===== src/rtl/cache_port_arbiter.sv =====
// rtl/cache_port_arbiter.sv - two-port round-robin sequencer for the 4x8 dual-rail cache
//
// Purpose: grants one of two clocked requesters, drives a dual-rail codeword to the
// asynchronous cache, completes a four-phase return-to-zero handshake and reports the
// result with a one-cycle done pulse.
// Ports:
//   clk, rst                  clock, asynchronous active-high reset
//   req*/we*/idx*/wdata*      requester command fields (held until done)
//   done0/done1, rdata, err   completion pulse, read data, error flag
//   busy                      sequencer not idle
//   c_addr/c_data_in          dual-rail index / write data to cache (0 = spacer)
//   c_read_Nwrite             [1] read request, [0] write request
//   c_ack_in_read             read data consumed
//   c_data_out                dual-rail read data from cache
//   c_ack_read/c_ack_write    asynchronous cache acknowledges
module cache_port_arbiter #(
   parameter int SYNC_STAGES = 2,
   parameter int TIMEOUT_CYC = 64
) (
   input  logic        clk,
   input  logic        rst,
   input  logic        req0,
   input  logic        req1,
   input  logic        we0,
   input  logic        we1,
   input  logic [1:0]  idx0,
   input  logic [1:0]  idx1,
   input  logic [7:0]  wdata0,
   input  logic [7:0]  wdata1,
   output logic        done0,
   output logic        done1,
   output logic [7:0]  rdata,
   output logic        err,
   output logic        busy,
   output logic [3:0]  c_addr,
   output logic [15:0] c_data_in,
   output logic [1:0]  c_read_Nwrite,
   output logic        c_ack_in_read,
   input  logic [15:0] c_data_out,
   input  logic        c_ack_read,
   input  logic        c_ack_write
);

   localparam int CW = $clog2(TIMEOUT_CYC + 1);

   localparam logic [2:0] S_IDLE     = 3'd0;
   localparam logic [2:0] S_DRIVE    = 3'd1;
   localparam logic [2:0] S_WAIT_ACK = 3'd2;
   localparam logic [2:0] S_RTZ      = 3'd3;
   localparam logic [2:0] S_WAIT_REL = 3'd4;
   localparam logic [2:0] S_DONE     = 3'd5;

   logic [2:0]             state, state_next;
   logic                   last_grant, gnt_q, we_q, err_flag;
   logic [CW-1:0]          cnt;
   logic [SYNC_STAGES-1:0] sync_r, sync_w;
   logic                   ack_r_s, ack_w_s, ack_sel, timeout_hit;
   logic                   grant_any, grant_port;
   logic                   sel_we;
   logic [1:0]             sel_idx;
   logic [7:0]             sel_wdata;
   logic [7:0]             rd_dec;
   logic                   rd_bad;

   function automatic logic [15:0] enc8(input logic [7:0] d);
      logic [15:0] r;
      for (int k = 0; k < 8; k++) begin
         r[2*k+1] = d[k];
         r[2*k]   = ~d[k];
      end
      return r;
   endfunction

   assign ack_r_s     = sync_r[SYNC_STAGES-1];
   assign ack_w_s     = sync_w[SYNC_STAGES-1];
   assign ack_sel     = we_q ? ack_w_s : ack_r_s;
   assign timeout_hit = (cnt == CW'(TIMEOUT_CYC));
   assign sel_we      = grant_port ? we1    : we0;
   assign sel_idx     = grant_port ? idx1   : idx0;
   assign sel_wdata   = grant_port ? wdata1 : wdata0;

   // Odd rail carries the true bit; equal rails (00 or 11) are not a valid codeword.
   always_comb begin
      rd_dec = '0;
      rd_bad = 1'b0;
      for (int k = 0; k < 8; k++) begin
         rd_dec[k] = c_data_out[2*k+1];
         if (c_data_out[2*k+1] == c_data_out[2*k]) rd_bad = 1'b1;
      end
   end

   always_comb begin
      grant_any  = req0 | req1;
      grant_port = (req0 & req1) ? ~last_grant : req1 & ~req0;
      state_next = state;
      case (state)
         S_IDLE:     if (grant_any) state_next = S_DRIVE;
         S_DRIVE:    state_next = S_WAIT_ACK;
         S_WAIT_ACK: if (ack_sel || timeout_hit) state_next = S_RTZ;
         S_RTZ:      state_next = S_WAIT_REL;
         S_WAIT_REL: if (!ack_sel || timeout_hit) state_next = S_DONE;
         S_DONE:     state_next = S_IDLE;
         default:    state_next = S_IDLE;
      endcase
   end

   always_ff @(posedge clk or posedge rst) begin
      if (rst) begin
         sync_r <= '0;
         sync_w <= '0;
      end else begin
         sync_r <= {sync_r[SYNC_STAGES-2:0], c_ack_read};
         sync_w <= {sync_w[SYNC_STAGES-2:0], c_ack_write};
      end
   end

   // Outputs are loaded on entry to the state that owns them, so each state's
   // lines are already valid during that state (done is seen in the DONE cycle).
   always_ff @(posedge clk or posedge rst) begin
      if (rst) begin
         state         <= S_IDLE;
         last_grant    <= 1'b1;
         gnt_q         <= 1'b0;
         we_q          <= 1'b0;
         err_flag      <= 1'b0;
         cnt           <= '0;
         done0         <= 1'b0;
         done1         <= 1'b0;
         err           <= 1'b0;
         busy          <= 1'b0;
         rdata         <= '0;
         c_addr        <= '0;
         c_data_in     <= '0;
         c_read_Nwrite <= '0;
         c_ack_in_read <= 1'b0;
      end else begin
         state <= state_next;
         busy  <= (state_next != S_IDLE);
         done0 <= 1'b0;
         done1 <= 1'b0;
         err   <= 1'b0;
         case (state)
            S_IDLE: if (grant_any) begin
               last_grant    <= grant_port;
               gnt_q         <= grant_port;
               we_q          <= sel_we;
               err_flag      <= 1'b0;
               cnt           <= '0;
               c_addr        <= {sel_idx[1], ~sel_idx[1], sel_idx[0], ~sel_idx[0]};
               c_data_in     <= sel_we ? enc8(sel_wdata) : 16'h0000;
               c_read_Nwrite <= sel_we ? 2'b01 : 2'b10;
               c_ack_in_read <= 1'b0;
            end
            S_WAIT_ACK: begin
               if (ack_sel || timeout_hit) begin
                  c_addr        <= '0;
                  c_data_in     <= '0;
                  c_read_Nwrite <= '0;
                  c_ack_in_read <= ~we_q;
                  cnt           <= '0;
                  if (!ack_sel) begin
                     err_flag <= 1'b1;
                  end else if (!we_q) begin
                     rdata    <= rd_dec;
                     err_flag <= rd_bad;
                  end
               end else begin
                  cnt <= cnt + 1'b1;
               end
            end
            S_WAIT_REL: begin
               if (!ack_sel || timeout_hit) begin
                  c_ack_in_read <= 1'b0;
                  done0         <= ~gnt_q;
                  done1         <= gnt_q;
                  // ack still high here means the release timed out
                  err           <= err_flag | ack_sel;
               end else begin
                  cnt <= cnt + 1'b1;
               end
            end
            default: ;
         endcase
      end
   end

endmodule

===== config.mk =====
export PLATFORM = sky130hd
export DESIGN_NAME = cache_port_arbiter
export DESIGN_NICKNAME = d
export VERILOG_FILES = /design/src/rtl/cache_port_arbiter.sv
export SDC_FILE = /design/constraint.sdc
export NUM_CORES = 1
export LEC_CHECK = 0
export ABC_AREA = 1
export ABC_CLOCK_PERIOD_IN_PS = 4300
export CORE_ASPECT_RATIO = 1.2
export CORE_MARGIN = 4
export CORE_UTILIZATION = 51
export DETAILED_ROUTE_END_ITERATION = 8
export GPL_ROUTABILITY_DRIVEN = 1
export PLACE_DENSITY_LB_ADDON = 0.08
export SLEW_MARGIN = 20
export SYNTH_ARGS = -nofsm -noshare
export SYNTH_HDL_FRONTEND = slang
export SYNTH_SLANG_ARGS = --single-unit

===== constraint.sdc =====
create_clock -name clk -period 4.3 [get_ports clk]
set_input_delay 1.29 -clock clk [delete_from_list [all_inputs] [get_ports clk]]
set_output_delay 1.29 -clock clk [all_outputs]
set_load 0.02 [all_outputs]

; Word level (Yosys, flattened, before mapping)
; Index checks and enable logic that the tools add are counted.
[word_totals]
register_bits = 53
output_inout_bits = 35
wordCells = 113
[classes]
n_addsub = 1
n_eq_ne = 18
mux = 46
bitwise = 18
n_reduce_logical = 13
[op_table]
columns = operator, n
row1 = two-way mux 16 bit, 3
row2 = one-hot mux 16 bit (2 select lines), 1
row3 = two-way mux 1 bit, 23
row4 = two-way mux 7 bit, 3
row5 = one-hot mux 7 bit (3 select lines), 1
row6 = one-hot mux 3 bit (5 select lines), 1
row7 = inverter 1 bit, 14
row8 = AND reduction 4 bit, 3
row9 = two-way mux 3 bit, 3
row10 = == test 1 bit, 8
row11 = two-way mux 2 bit, 4
row12 = two-way mux 4 bit, 2
row13 = two-way mux 8 bit, 1
row14 = "inequality test 2 bit, second input constant", 4
row15 = one-hot mux 4 bit (2 select lines), 1
row16 = "adder 7 x 1 -> 7 bit, second input constant", 1
row17 = "== test 7 bit, second input constant", 1
row18 = "== test 3 x 2 -> 1 bit, second input constant", 2
row19 = AND reduction 3 bit, 2
row20 = nonzero test 3 bit, 2
row21 = one-hot mux 2 bit (2 select lines), 1
row22 = "== test 3 x 1 -> 1 bit, second input constant", 1
row23 = "== test 3 bit, second input constant", 1
row24 = logical NOT 3 bit, 1
row25 = 9 further kinds, 12

; Longest topological paths before layout
[depth]
depth_word = 13
depth_mapped = 12

; Worst setup path before layout
; No wires, ideal clock.
[synth_timing]
path_kind = input to register
start = in req0
end = reg c_data_in[0]
t_arrival_ps = 1983
required_ps = 4235
slack_ps = 2252
stages = 6
path_cell_list = nand2_1 nand2_1 buf_4 mux2i_1 nand3_1 nand2_1
[synth_between]
elab_chain_cells = 8
word_cells_on_any_way = 13
classes_between = 1 x eq/ne / 6 x mux / 5 x bitwise / 1 x reduce/logical
[synth_rtl]
columns = element, line_no
row1 = "start, declared", 22  ; input logic req0,
row2 = inverter 1 bit, 94  ; grant_port = (req0 & req1) ? ~last_grant : req1 & ~req0;
row3 = AND 1 bit, 94
row4 = two-way mux 1 bit, 94
row5 = two-way mux 8 bit, 80  ; assign sel_wdata = grant_port ? wdata1 : wdata0;
row6 = inverter 1 bit, 69  ; r[2*k] = ~d[k];
row7 = two-way mux 16 bit, 150  ; c_data_in <= sel_we ? enc8(sel_wdata) : 16'h0000;
row8 = two-way mux 16 bit, 143  ; S_IDLE: if (grant_any) begin
row9 = one-hot mux 16 bit (2 select lines), 142  ; case (state)
row10 = "end signal, assigned", 150
row11 = "end, declared", 36  ; output logic [15:0] c_data_in,
; Parallel ways exist; a longest one is shown, timed or not. The select of a mux whose other input is x is not followed.
; A chain may end at the register's enable or synchronous reset.

; Worst setup path after layout
[layout_timing]
start = in req0
end = reg we_q
[layout_between]
elab_chain_cells = 4
word_cells_on_any_way = 7
classes_between = 2 x mux / 4 x bitwise / 1 x reduce/logical
[layout_rtl]
columns = element, line_no
row1 = inverter 1 bit, 94
row2 = AND 1 bit, 94
row3 = two-way mux 1 bit, 94
row4 = two-way mux 1 bit, 78  ; assign sel_we = grant_port ? we1 : we0;
row5 = "end signal, assigned", 146  ; we_q <= sel_we;
row6 = "end, declared", 54  ; logic last_grant, gnt_q, we_q, err_flag;
; Parallel ways exist; a longest one is shown, timed or not.

==> impl_metrics.json <==
{
  "status": "finished, final reports clean",
  "dr.first_iter.drc_count": 120,
  "yosys.area_share.adder_pct": 0.917,
  "finalCritPeriodShare_pct": 68.3,
  "period_needed_ps": 2940,
  "ctsLongestPathBuffers": 2,
  "post-dp-hpwl_um": 4430,
  "htree_levels": 2,
  "synth_top_family_by_area": "simple AND/OR/NAND/NOR gates",
  "drive_above_1_share_pct": 18.7,
  "worstPathRequired_ps": 4500,
  "layoutNonFillerInstCount": 435,
  "worst_pin_slew_ps": 906,
  "syn_nets": 341,
  "antenna_cells": 0,
  "synth_top_area_cell": "dfrtp_1",
  "clkSinkCount": 53,
  "synth_edf_count": 0,
  "cts_tree": "yes",
  "rsz0062_at_grt": "no",
  "rows": 28,
  "wl_um": 5920,
  "num_io_pins": 79,
  "ys_warn_count": 0,
  "synthXorXnorAreaFrac_pct": 1.60,
  "hold_buffers": 0,
  "synth_mux_area_share_pct": 6.24,
  "numCtsBuffers": 5,
  "cpMaxStageDelayCell": "clkdlybuf4s50_1",
  "nNetsFinal": 420,
  "cts_resized": 0,
  "cts-root-buf": "clkbuf_8",
  "wl_per_cell_um": 13.6,
  "worstSetupStartpointType": "input pin",
  "slowest_delay_ps": 540,
  "design.die.area_um2": 6590,
  "final_max_slew_viol_count": 0,
  "synthCells": 295,
  "cp-end-kind": "flop",
  "cap_violations": 0,
  "core_area_um2": 5040,
  "area_growth_syn_to_layout_pct": 32.6,
  "avgSynthCellArea_um2": 9.25,
  "fin_skew_ps": 6.96,
  "synthArstFlopShare_pct": 100,
  "crit_fanout": 12,
  "vias": 2173,
  "relSlewSlack_pct": 39.5,
  "timing.setup.tns_ps": 0,
  "path_clk_slew_ps": 100,
  "yosys.area_share.simple_pct": 28.4,
  "drtPass1Iterations": 4,
  "post-route-drc-count": 0,
  "die_h_um": 88.1,
  "grt_start_max_net_pins": 54,
  "hp-class": "flop to flop",
  "die_w_um": 74.8,
  "worstSetupPathType": "input pin to flop",
  "initial_utilization_pct": 54.1,
  "clkLatencyLatePin_ps": 320,
  "synth_cell_type_count": 36,
  "synth_compound_area_share_pct": 7.38,
  "grt_remaining_overflow": 0,
  "leakage_nw": 1.78,
  "ys_ff_latch": 53,
  "grt_pass1_wl_um": 9970,
  "antenna_found_initial": 0,
  "post_cts_buffers": 0,
  "ys.flop_type": "dfrtp_1",
  "grt_util_all_layers_pct": 20.0,
  "crit_arrival_ps": 3140,
  "ys_seq_area_share_pct": 48.6,
  "dp_cells": 427,
  "yosysMostFrequentCell": "nand2_1",
  "grt_pass1_vias": 2140,
  "io_buffer_count": 78,
  "finalHoldViolations": 0,
  "synth_top_area_share_pct": 47.7,
  "finalSetupViolations": 0,
  "synth_common_cells": "nand2_1 (81), dfrtp_1 (52), nand2_2 (24), inv_1 (22), nand3_1 (20)",
  "timing.fmax_mhz": 341,
  "vias_per_cell": 5.00,
  "ys_top_cells_by_area": "dfrtp_1 (48%), nand2_1 (11%), nand2_2 (5.5%)",
  "crit_path_frequent_cell": "nand2_1",
  "worstPathCellList": "clkdlybuf4s50_1 > nand2_1 > nand2_1 > inv_1 > nand2_1 > nand2_2 > nand2_4 > o21ai_1",
  "irDropWorstVdd_mv": 0.443,
  "gp_congestion": 0.790,
  "synth_area_um2": 2730,
  "fillers": 405,
  "cellPowerDensity_nw_per_um2": 634,
  "ant_nets": 0
}
==> worst max-delay path, delay by kind of cell <==
kind            cells  cell delay (ps)
compound gates      1              100
simple gates        5             1010
buf+inv             2              720
==> cell families after synthesis <==
family                   after synthesis
AO/OA/AOI/OAI                         30
XOR/XNOR                               5
adder cells (fa/ha/maj)                2
buffers and inverters                 37
flip-flops                            53
multiplexers                          14
AND/OR/NAND/NOR                      154
==> routing by layer <==
metal | track usage (%) | up-vias | part of all wire (%)
met5 | 0 | - | 0
met4 | 5.83 | 0 | 1.4
met3 | 5.28 | 7 | 5.2
met2 | 33.0 | 55 | 51
met1 | 25.7 | 1008 | 42
li1 | - | 1103 | -
==> power by group <==
part	internal (mW)	leakage [nW]	switching (mW)	total, mW
combinational	0.510	1.06	0.691	1.20
sequential	0.675	0.676	0.123	0.798
clock	0.118	0.0447	0.178	0.296
==> through the flow <==
| stage | util, % | setup slack, ps | hold WS, ps | area (um^2) | total power, mW |
|---|---|---|---|---|---|
| after floorplan | - | 1730 | 331 | 2730 | 1.62 |
| after global routing | 71.7 | 1180 | 367 | 3620 | 2.46 |
| after global placement | 69.8 | 1060 | 336 | 3520 | 1.99 |
| final | 71.7 | 1360 | 362 | 3620 | 2.29 |
| after detailed placement | 69.8 | 1010 | 338 | 3520 | 2.02 |
| after CTS | 71.7 | 1340 | 362 | 3620 | 2.32 |
==> placed cells by master, fill, tap and decap left out, drive strengths merged, types with 3 or more instances in the layout <==
cell and instances:
a21oi 6, dfrtp 52, nand4 3, mux2 6
xor2 4, mux2i 8, clkbuf 5, clkdlybuf4s50 78
nor2 17, inv 31, o21ai 21, nand2 109
nand3 22
==> area by class of cell <==
class / instances / area [um^2] / area share, %
flip-flops and latches: 53 / 1330 / 36.7
multi-input cells: 205 / 1220 / 33.6
clock inverters: 3 / 25.0 / 0.692
well taps: 60 / 75.1 / 2.07
repair buffers: 78 / 781 / 21.6
clock buffers: 5 / 68.8 / 1.90
inverters: 31 / 125 / 3.46
==> path summary, 6_finish.rpt <==
kind / slack, ps / cells past startpoint / to / start
max: 1360 / 8 / we_q$_DFFE_PP0P_ / req0
min: 360 / 0 / sync_w[1]$_DFF_PP0_ / sync_w[0]$_DFF_PP0_
min in group asynchronous: 1450 / 2 / c_data_in[15]$_DFFE_PP0P_ / rst
min reg2reg: 360 / 0 / sync_w[1]$_DFF_PP0_ / sync_w[0]$_DFF_PP0_
max in group asynchronous: 2320 / 2 / cnt[3]$_DFFE_PP0P_ / rst
max reg2reg: 2370 / 7 / we_q$_DFFE_PP0P_ / last_grant$_DFFE_PP1P_
==> flip-flops by register name (all words and copies together) (netlist names) <==
name and cells:
done1 1, c_read_Nwrite 2, busy 1, we_q 1
last_grant 1, c_ack_in_read 1, err 1, sync_w 2
c_addr 4, cnt 7, gnt_q 1, done0 1
err_flag 1, state 3, sync_r 2, c_data_in 16
rdata 8
(Power assumes the default switching activity.)
